===== src/rtl/muldiv_sequencer.sv =====
// Iterative shift-add multiply / restoring divide unit that owns the Hi/Lo result registers.
// Optional MULDIV_SIGNED_EN selects two's-complement (MIPS mult/div) semantics; otherwise unsigned only.
module muldiv_sequencer #(
  parameter int WIDTH = 32
) (
  input  logic             clk,
  input  logic             reset,
  input  logic             start_mult,
  input  logic             start_div,
  input  logic [WIDTH-1:0] op_a,
  input  logic [WIDTH-1:0] op_b,
  output logic             busy,
  output logic             done,
  output logic             div_zero,
  output logic [WIDTH-1:0] hi,
  output logic [WIDTH-1:0] lo
);

  localparam int CW = $clog2(WIDTH);
  localparam logic [CW-1:0] LAST = CW'(WIDTH - 1);

  typedef enum logic [2:0] {S_IDLE, S_MULT, S_DIV, S_FIX, S_DONE} state_t;

  state_t             state_q, state_d;
  logic [CW-1:0]      cnt_q, cnt_d;
  logic [WIDTH-1:0]   opnd_q, opnd_d;
  logic [2*WIDTH-1:0] acc_q, acc_d;
  logic [WIDTH:0]     rem_q, rem_d;
  logic               is_div_q, is_div_d;
  logic               neg_res_q, neg_res_d;
  logic               neg_rem_q, neg_rem_d;
  logic               busy_q, busy_d;
  logic               done_q, done_d;
  logic               dz_q, dz_d;
  logic [WIDTH-1:0]   hi_q, hi_d;
  logic [WIDTH-1:0]   lo_q, lo_d;

  logic               sign_a, sign_b;
  logic [WIDTH-1:0]   mag_a, mag_b;
  logic [WIDTH:0]     sum, shifted, diff;
  logic [2*WIDTH-1:0] prod;
  logic [WIDTH-1:0]   quo, rmd;

  always_comb begin
`ifdef MULDIV_SIGNED_EN
    sign_a = op_a[WIDTH-1];
    sign_b = op_b[WIDTH-1];
    mag_a  = sign_a ? -op_a : op_a;
    mag_b  = sign_b ? -op_b : op_b;
`else
    sign_a = 1'b0;
    sign_b = 1'b0;
    mag_a  = op_a;
    mag_b  = op_b;
`endif
    // Multiply: acc = {partial product, remaining multiplier bits}.
    sum     = {1'b0, acc_q[2*WIDTH-1:WIDTH]} + (acc_q[0] ? {1'b0, opnd_q} : '0);
    // Divide: acc low half shifts the dividend out MSB-first and the quotient in.
    shifted = {rem_q[WIDTH-1:0], acc_q[WIDTH-1]};
    diff    = shifted - {1'b0, opnd_q};
    prod    = neg_res_q ? -acc_q : acc_q;
    quo     = neg_res_q ? -acc_q[WIDTH-1:0] : acc_q[WIDTH-1:0];
    rmd     = neg_rem_q ? -rem_q[WIDTH-1:0] : rem_q[WIDTH-1:0];

    state_d   = state_q;
    cnt_d     = cnt_q;
    opnd_d    = opnd_q;
    acc_d     = acc_q;
    rem_d     = rem_q;
    is_div_d  = is_div_q;
    neg_res_d = neg_res_q;
    neg_rem_d = neg_rem_q;
    busy_d    = busy_q;
    done_d    = 1'b0;
    dz_d      = 1'b0;
    hi_d      = hi_q;
    lo_d      = lo_q;

    case (state_q)
      S_IDLE: begin
        if (start_mult || start_div) begin
          cnt_d     = '0;
          busy_d    = 1'b1;
          neg_res_d = sign_a ^ sign_b;
          neg_rem_d = sign_a;
          rem_d     = '0;
          if (start_mult) begin
            state_d  = S_MULT;
            is_div_d = 1'b0;
            opnd_d   = mag_a;
            acc_d    = {{WIDTH{1'b0}}, mag_b};
          end else if (op_b == '0) begin
            state_d = S_DONE;
            done_d  = 1'b1;
            dz_d    = 1'b1;
          end else begin
            state_d  = S_DIV;
            is_div_d = 1'b1;
            opnd_d   = mag_b;
            acc_d    = {{WIDTH{1'b0}}, mag_a};
          end
        end
      end
      S_MULT: begin
        acc_d = {sum, acc_q[WIDTH-1:1]};
        cnt_d = cnt_q + 1'b1;
        if (cnt_q == LAST) state_d = S_FIX;
      end
      S_DIV: begin
        if (!diff[WIDTH]) begin
          rem_d = diff;
          acc_d = {acc_q[2*WIDTH-1:WIDTH], acc_q[WIDTH-2:0], 1'b1};
        end else begin
          rem_d = shifted;
          acc_d = {acc_q[2*WIDTH-1:WIDTH], acc_q[WIDTH-2:0], 1'b0};
        end
        cnt_d = cnt_q + 1'b1;
        if (cnt_q == LAST) state_d = S_FIX;
      end
      S_FIX: begin
        if (is_div_q) begin
          hi_d = rmd;
          lo_d = quo;
        end else begin
          hi_d = prod[2*WIDTH-1:WIDTH];
          lo_d = prod[WIDTH-1:0];
        end
        done_d  = 1'b1;
        state_d = S_DONE;
      end
      S_DONE: begin
        busy_d  = 1'b0;
        state_d = S_IDLE;
      end
      default: begin
        busy_d  = 1'b0;
        state_d = S_IDLE;
      end
    endcase
  end

  always_ff @(posedge clk) begin
    if (reset) begin
      state_q   <= S_IDLE;
      cnt_q     <= '0;
      opnd_q    <= '0;
      acc_q     <= '0;
      rem_q     <= '0;
      is_div_q  <= 1'b0;
      neg_res_q <= 1'b0;
      neg_rem_q <= 1'b0;
      busy_q    <= 1'b0;
      done_q    <= 1'b0;
      dz_q      <= 1'b0;
      hi_q      <= '0;
      lo_q      <= '0;
    end else begin
      state_q   <= state_d;
      cnt_q     <= cnt_d;
      opnd_q    <= opnd_d;
      acc_q     <= acc_d;
      rem_q     <= rem_d;
      is_div_q  <= is_div_d;
      neg_res_q <= neg_res_d;
      neg_rem_q <= neg_rem_d;
      busy_q    <= busy_d;
      done_q    <= done_d;
      dz_q      <= dz_d;
      hi_q      <= hi_d;
      lo_q      <= lo_d;
    end
  end

  assign busy     = busy_q;
  assign done     = done_q;
  assign div_zero = dz_q;
  assign hi       = hi_q;
  assign lo       = lo_q;

endmodule


===== config.mk =====
export PLATFORM = sky130hd
export DESIGN_NAME = muldiv_sequencer
export DESIGN_NICKNAME = d
export VERILOG_FILES = /design/src/rtl/muldiv_sequencer.sv
export SDC_FILE = /design/constraint.sdc
export NUM_CORES = 1
export LEC_CHECK = 0
export CAP_MARGIN = 20
export CORE_MARGIN = 2
export CORE_UTILIZATION = 64
export CTS_BUF_LIST = sky130_fd_sc_hd__clkbuf_8
export CTS_CLUSTER_SIZE = 25
export DETAILED_ROUTE_END_ITERATION = 10
export PLACE_DENSITY = 0.89
export SLEW_MARGIN = 20
export SYNTH_ARGS = -nofsm -noshare
export SYNTH_HDL_FRONTEND = slang
export SYNTH_SLANG_ARGS = --single-unit
export TNS_END_PERCENT = 50

===== constraint.sdc =====
create_clock -name clk -period 9.2 [get_ports clk]
set_clock_uncertainty 0.05 [all_clocks]
set_input_delay 2.3 -clock clk [delete_from_list [all_inputs] [get_ports clk]]
set_output_delay 2.3 -clock clk [all_outputs]
set_load 0.005 [all_outputs]

After elaboration in Yosys (flattened, before gate mapping). Cells that the tools add are included.

$add $sub $neg: 3. Equality and inequality tests: 8. Multiplexer cells: 27. Bitwise operators: 3. Reductions and logical operators: 17.

Operators by type and width (number): two-way mux 32 bit (6); two-way mux 64 bit (3); case mux 64 bit (3 select lines) (1); case mux 32 bit (2 select lines) (1); adder 32 x 32 -> 33 bit (1); subtractor 33 x 32 -> 33 bit (1); logical NOT 32 bit (1); two-way mux 3 bit (4); case mux 5 bit (2 select lines) (1); case mux 3 bit (3 select lines) (1); AND reduction 2 bit (4); two-way mux 1 bit (7); equality test 3 x 2 -> 1 bit (second input constant) (2); AND reduction 3 bit (2); nonzero test 2 bit (3); adder 5 x 1 -> 5 bit (second input constant) (1); equality test 5 bit (second input constant) (1); two-way mux 5 bit (1); != test 2 bit (second input constant) (2); case mux 1 bit (2 select lines) (2); AND reduction 4 bit (1); OR reduction 2 bit (2); equality test 3 x 1 -> 1 bit (second input constant) (1); logical NOT 3 bit (1); 6 further kinds (8).

Flip-flop bits (word level): 204. Input port bits: 68. Output and inout port bits: 67. Word-level logic and storage cells: 70.

Logic depth before layout (Yosys ltp). Gate-level depths: netlist (run 1).

Word-level depth: 5. Mapped depth: 14. Mapped depth without buffers: 13.

Worst setup path after synthesis (run 1). OpenSTA, ideal clock, no wires.

Kind: input to register. Start point: in op_b[19]. End point: reg acc_q[52]. Setup time: 0.059 ns. Arrival: 3.871 ns. Setup slack: 5.219 ns. Stages on the path: 7. Path buffers: 1. Cells stage by stage: nor4_1 -> nand4_1 -> nor2_1 -> o21ai_0 -> a21oi_1 -> clkbuf_1 -> a22o_1.

Word-level cells in the longest chain between the ends: 3.

Ends and longest elaborated chain: start, declared (line 11) `input logic [WIDTH-1:0] op_b,`; logical NOT 32 bit (line 92) `end else if (op_b == '0) begin`; != test 3 bit (no source line); AND reduction 4 bit (no source line); end signal, assigned (line 147) `acc_q <= '0;`; end signal, assigned (line 161) `acc_q <= acc_d;`; end, declared (line 27) `logic [2*WIDTH-1:0] acc_q, acc_d;`.

Every way passes these cells. A chain may end at the register's enable or synchronous reset.

Final worst setup path (run 1).
Start point: in start_mult. End point: reg acc_q[29].

Word-level cells in the longest chain between the ends: 3.

Ends and longest elaborated chain: start, declared (line 8) `input logic start_mult,`; two-way mux 64 bit or logical OR 1 bit (tied branches) (line 87, 81); two-way mux 64 bit or != test 2 bit (tied branches); case mux 64 bit (3 select lines) or AND reduction 3 bit (tied branches).

Several ways; a longest one is shown, not always the timed one. The select of a mux whose other input is x is not followed.

==> impl_metrics.csv, run 1 <==
group,metric,value,unit
power,power.density,167,nW/um2
drt,postRouteAntennaNets,0,
final_layout,drive_gt1_frac,0.0650,
clock_network,worstSkewPairLatency,540,ps
status,outcome,"finished clean",
worst_setup_path,worstPathArrival,5700,ps
job,max_cap_violations,0,
synth,ys_seq_area_frac,0.333,
synth,synth_edf_count,0,
worst_setup_path,startpoint,"start_mult",
drt,drc,0,
synth,async_reset_ff_frac,0,
power,p_comb_frac,0.179,
drt,first_iter_violations,964,
clock_network,cts_buffers,37,
final_layout,multi_input_area,7590,um2
synth,synth_top_area_share,0.333,
power,p_seq_frac,0.416,
min_path,min_from,"lo[29]$_SDFFE_PP0P_",
floorplanning,start_util,0.653,
sta,fmax,186,MHz
drt,detail_route.first_pass.iterations,6,
place,dpl.cell_count,1769,
power,p_leak,5.93,nW
clock_network,clkTransAtPathRegs,60,ps
power,peakVddDrop,0.158,mV
floorplanning,dieArea,20300,um2
worst_setup_path,path_class,"input pin to register",
sta,finalCritPeriodShare,0.584,
power,p_int,1.69,mW
clock_network,ctsResizeCount,0,
synth,synth_area_leaders,"dfxtp_1 (33%), mux2i_1 (8.2%), ha_1 (6.7%)",
clock_network,postCtsHoldBufs,0,
place,globalplace.congestion,0.925,
global_routing,grt_pass1_wl,55900,um
drt,routed-via-count,11900,
global_routing,grt_max_degree,100,
final_layout,fillers,1317,
global_routing,track_usage,0.337,
final_layout,seqCellArea,4090,um2
floorplanning,io_pins,135,
min_path,hold_class,"register to register",
worst_setup_path,worstReg2RegStart,"acc_q[0]$_SDFFE_PP0P_",
worst_setup_path,cp-start-kind,"input pin",
drt,wl_per_cell,18.8,um
floorplanning,die_width,142,um
sta,relSlewSlack,0.233,
global_routing,grt-ovfl-total,0,
synth,synth_nets,1627,
power,switching_share,0.297,
final_layout,final_cells,1834,
clock_network,cts_setup_buffers,0,
synth,synth_area,12300,um2
floorplanning,die_h,142,um
clock_network,clock_sinks,204,
drt,drt_wl_total,34500,um
synth,ys_warn_count,0,
global_routing,antenna_found_initial,0,
worst_setup_path,crit_fanout,67,
synth,synth_common_cells,"dfxtp_1 (204), nor2_1 (155), nand2_1 (120)",
clock_network,root_buffer,"clkbuf_8",
floorplanning,row_count,50,
synth,avgSynthCellArea,8.22,um2
worst_setup_path,worst_setup_path_end_kind,"register",
drt,vias_per_cell,6.46,
power,p_sw,0.714,mW
power,p_clk_frac,0.405,
clock_network,cts_tree,"done",
clock_network,htreeDepth,2,
synth,ys.flop_type,"dfxtp_1",
synth,synth_cells,1491,
floorplanning,coreArea,18800,um2
worst_setup_path,cp.required,9530,ps
final_layout,antenna_cells,0,
synth,synth_most_common_cell,"dfxtp_1",
sta,final_max_slew_viol_count,0,
global_routing,grt_pass1_vias,11200,
final_layout,syn2layout_area_growth,17.8,%
synth,synth_seq_cells,204,
sta,tightest_slew,1150,ps
place,portBuffers,134,
final_layout,final_nets,1710,
place,dp_hpwl,23800,um
sta,tns,0,ps
clock_network,clockBufferDepth,3,
sta,rsz0062_at_grt,"false",
sta,hold_violations,0,
synth,synth_cell_types,73,
sta,setup_viol,0,
synth,synth_top_area_cell,"dfxtp_1",
sta,min_period,5370,ps
[final cells by class]
class                      instances  area share
clock buffer                      51      0.0486
clock inverter                    14      0.0101
inverter                          56      0.0146
multi-input combinational       1131       0.526
sequential                       204       0.283
tap                              234      0.0203
timing repair buffer             144      0.0978
[stage by stage]
| stage | cell area [um2] | hold WS (ps) | total power, mW | utilization | setup WS, ps |
|---|---|---|---|---|---|
| detailed placement | 13600 | 397 | 1.44 | 0.724 | 3380 |
| global placement | 13600 | 394 | 1.42 | 0.724 | 3540 |
| global route | 14400 | 428 | 2.50 | 0.769 | 3570 |
| floorplan | 12300 | 398 | 1.29 | - | 5220 |
| CTS | 14400 | 412 | 2.40 | 0.769 | 3900 |
| finish | 14400 | 407 | 2.41 | 0.769 | 3830 |
[final timing paths]
kind,cells past startpoint,slack (ps),end
worst max-delay path,8,3830,acc_q[29]$_SDFFE_PP0P_
worst min-delay path,2,410,lo[29]$_SDFFE_PP0P_
worst max register to register,13,4710,acc_q[61]$_SDFFE_PP0P_
worst min register to register,2,410,lo[29]$_SDFFE_PP0P_
[routing by layer]
| layer | share of wire | GRT usage | up-vias | wire [um] |
|---|---|---|---|---|
| met4 | 0.024 | 0.106 | 0 | 841 |
| met5 | 0 | 0 | - | 0 |
| li1 | - | - | 5609 | - |
| met2 | 0.45 | 0.554 | 627 | 15700 |
| met1 | 0.42 | 0.446 | 5530 | 14500 |
| met3 | 0.10 | 0.0710 | 89 | 3530 |
[cells in the final DEF (no fill, tap or decap), types with 6 or more instances in the layout]
| cell type | count |
|---|---|
| dfxtp_1 | 203 |
| o21bai_1 | 12 |
| o21ai_0 | 32 |
| and3_1 | 6 |
| a22o_1 | 15 |
| a22oi_1 | 32 |
| nand4_1 | 11 |
| a21oi_1 | 118 |
| nand2b_1 | 17 |
| a32oi_1 | 6 |
| a211oi_1 | 71 |
| nand3_1 | 40 |
| inv_1 | 60 |
| nand2_1 | 120 |
| or3_1 | 10 |
| buf_4 | 12 |
| a31oi_1 | 8 |
| clkbuf_8 | 51 |
| and2_1 | 34 |
| a221oi_1 | 33 |
| clkdlybuf4s50_1 | 132 |
| nor3_1 | 46 |
| a21o_1 | 34 |
| nor2_1 | 152 |
| nor2b_1 | 6 |
| ha_1 | 66 |
| xor2_1 | 22 |
| nor4_1 | 8 |
| mux2i_1 | 101 |
| xnor2_1 | 27 |
| o21ai_1 | 22 |
[cells by family (layout without fill, tap and decap cells)]
kind of cell             Yosys count  count (layout)  share of synthesized area
adder cells (fa/ha/maj)           68              68                     0.0706
XOR/XNOR                          51              51                     0.0377
multiplexers                     101             101                     0.0825
buffers and inverters            156             265                     0.0508
flip-flops                       204             204                      0.333
AO/OA/AOI/OAI                    443             443                      0.250
AND/OR/NAND/NOR                  468             468                      0.175
[registers in the layout, indices dropped and copies added (netlist names)]
name / count
hi: 32
busy: 1
is_div_q: 1
rem_q: 32
div_zero: 1
acc_q: 64
state_q: 3
opnd_q: 32
lo: 32
done: 1
cnt_q: 5
[worst max-delay path: stages]
cell and delay, ps:
buf_4 790, o21bai_1 250, or3_1 460, nor2_4 810, buf_4 540, a21oi_1 150, a221oi_1 260, nor3_1 80
[power by group through the flow]
| stage | combinational (mW) | sequential, mW | clock (mW) |
|---|---|---|---|
| floorplan | 0.311 | 0.983 | 0 |
| global placement | 0.405 | 1.01 | 0 |
| detailed placement | 0.421 | 1.01 | 0 |
| CTS | 0.426 | 0.997 | 0.980 |
| global route | 0.473 | 1.00 | 1.02 |
| finish | 0.431 | 1.00 | 0.974 |
Power figures use the tool's default switching activity.
==> inputs of run 2 (changes only) <==
--- a/config.mk
+++ b/config.mk
@@ -7,11 +7,11 @@
 export LEC_CHECK = 0
 export CAP_MARGIN = 20
 export CORE_MARGIN = 2
-export CORE_UTILIZATION = 64
+export CORE_UTILIZATION = 59
 export CTS_BUF_LIST = sky130_fd_sc_hd__clkbuf_8
 export CTS_CLUSTER_SIZE = 25
 export DETAILED_ROUTE_END_ITERATION = 10
-export PLACE_DENSITY = 0.89
+export PLACE_DENSITY = 0.83
 export SLEW_MARGIN = 20
 export SYNTH_ARGS = -nofsm -noshare
 export SYNTH_HDL_FRONTEND = slang
==> constraint.sdc (replaced) <==
create_clock -name clk -period 5.2 [get_ports clk]
set_clock_uncertainty 0.05 [all_clocks]
set_input_delay 1.3 -clock clk [delete_from_list [all_inputs] [get_ports clk]]
set_output_delay 1.3 -clock clk [all_outputs]
set_load 0.005 [all_outputs]
==> run 2 against run 1 <==
Clock power rose by 60%. Register-to-register slack got worse by 3400 ps. First-iteration DRC count fell by 5.4%. Setup slack got worse by 2500 ps. Routed wire length fell by 1.1%. Critical path depth rose by 4. Design area barely moved. Worst hold slack got worse by 2.8 ps. Highest routed layer unchanged.
==> impl_metrics.csv, run 2 (synthesis gave the netlist of run 1 again) <==
group,metric,value,unit
clock_network,postCtsHoldBufs,0,
drt,drc,0,
worst_setup_path,cp-start-kind,"register",
floorplanning,die_width,148,um
floorplanning,io_pins,135,
power,p_sw,1.23,mW
worst_setup_path,worst_setup_path_end_kind,"register",
power,p_leak,5.92,nW
final_layout,syn2layout_area_growth,17.7,%
power,power.density,283,nW/um2
clock_network,cts_tree,"done",
clock_network,ctsResizeCount,0,
place,dp_hpwl,23900,um
clock_network,clockBufferDepth,3,
final_layout,largest_reg_flops,64,
clock_network,worstSkewPairLatency,550,ps
drt,detail_route.first_pass.iterations,5,
sta,rsz0062_at_grt,"false",
global_routing,grt_pass1_wl,54800,um
sta,fmax,257,MHz
sta,final_max_slew_viol_count,0,
final_layout,final_cells,1870,
floorplanning,start_util,0.604,
sta,hold_violations,0,
worst_setup_path,crit_fanout,28,
clock_network,cts_setup_buffers,0,
clock_network,root_buffer,"clkbuf_8",
power,peakVddDrop,0.192,mV
global_routing,grt_max_degree,97,
floorplanning,coreArea,20300,um2
drt,postRouteAntennaNets,0,
final_layout,antenna_cells,0,
sta,tightest_slew,1060,ps
drt,wl_per_cell,18.3,um
status,outcome,"finished clean",
power,p_int,2.86,mW
global_routing,antenna_found_initial,0,
final_layout,mostFrequentLayoutCells,"dfxtp_1 (203), nor2_1 (152), clkdlybuf4s50_1 (132)",
power,switching_share,0.300,
worst_setup_path,worstPathArrival,4250,ps
final_layout,final_common_cell,"dfxtp_1",
worst_setup_path,path_class,"register to register",
global_routing,track_usage,0.304,
sta,relSlewSlack,0.292,
final_layout,stdcell_area,14400,um2
clock_network,clock_sinks,204,
sta,finalCritPeriodShare,0.749,
clock_network,cts_buffers,37,
drt,first_iter_violations,912,
clock_network,htreeDepth,2,
place,portBuffers,134,
floorplanning,dieArea,21900,um2
min_path,hold_class,"register to register",
final_layout,drive_gt1_frac,0.0631,
global_routing,grt_pass1_vias,10800,
worst_setup_path,cp.required,5560,ps
power,p_seq_frac,0.429,
drt,routed-via-count,11600,
global_routing,grt-ovfl-total,0,
sta,tns,0,ps
sta,setup_viol,0,
place,placed_area,13700,um2
power,p_comb_frac,0.191,
floorplanning,die_h,148,um
final_layout,final_nets,1717,
clock_network,clkTransAtPathRegs,60,ps
floorplanning,row_count,52,
sta,min_period,3900,ps
drt,drt_wl_total,34200,um
place,dpl.cell_count,1812,
job,max_cap_violations,0,
drt,vias_per_cell,6.22,
final_layout,max_flop_register,"acc_q",
power,p_clk_frac,0.381,
place,globalplace.congestion,0.940,
[run 2: cell count changes in the layout (fill, tap and decap cells not counted), moves of 2 or more]
cell | previous run | this run
clkinv_2 | 5 | 0
buf_4 | 12 | 19
bufinv_16 | 3 | 1
clkbuf_8 | 51 | 49
inv_1 | 60 | 62
[run 2: power groups by stage]
stage	Clock [mW]	Sequential [mW]	Combinational, mW
2_1_floorplan	0	1.74	0.550
3_3_place_gp	0	1.78	0.739
3_5_place_dp	0	1.78	0.762
4_1_cts	1.57	1.75	0.768
5_1_grt	1.64	1.76	0.854
6_report	1.56	1.75	0.778
[run 2: stage by stage]
step | setup slack (ps) | util | power (mW) | hold slack (ps)
after detailed placement | 1060 | 0.674 | 2.54 | 399
after floorplan | 2050 | - | 2.29 | 398
after global placement | 1220 | 0.674 | 2.52 | 391
after global routing | 1130 | 0.711 | 4.25 | 432
final | 1300 | 0.711 | 4.09 | 404
after CTS | 1370 | 0.711 | 4.08 | 407
[run 2: area by class of cell]
type / count / area (um2)
fillers: 1605 / 5870
flip-flops and latches: 204 / 4090
repair buffers: 151 / 1460
clock inverters: 9 / 72.6
multi-input cells: 1131 / 7580
inverters: 56 / 210
clock buffers: 49 / 674
well taps: 270 / 338
[run 2: worst paths after layout]
| path | end | slack [ps] | startpoint | depth (start not counted) |
|---|---|---|---|---|
| setup / recovery | acc_q[61]$_SDFFE_PP0P_ | 1300 | acc_q[0]$_SDFFE_PP0P_ | 12 |
| hold / removal | lo[28]$_SDFFE_PP0P_ | 400 | lo[28]$_SDFFE_PP0P_ | 2 |
| setup reg to reg | acc_q[61]$_SDFFE_PP0P_ | 1300 | acc_q[0]$_SDFFE_PP0P_ | 12 |
| hold reg to reg | lo[28]$_SDFFE_PP0P_ | 400 | lo[28]$_SDFFE_PP0P_ | 2 |
[run 2: worst max-delay path, cell delays in order (launching register included)]
cell	delay, ps
dfxtp_1	510
buf_4	350
nand2_1	150
fa_1	430
nand2b_1	210
a211oi_1	360
o21ai_1	230
a21oi_2	290
a31oi_1	190
nand3b_1	280
o22ai_1	300
mux2i_1	140
a221o_1	270
[run 2: layer usage]
metal / vias to the layer above / wire [um] / track usage
met5: - / 0 / 0
met2: 539 / 15100 / 0.480
li1: 5621 / - / -
met4: 0 / 871 / 0.102
met1: 5403 / 15000 / 0.416
met3: 66 / 3190 / 0.0623
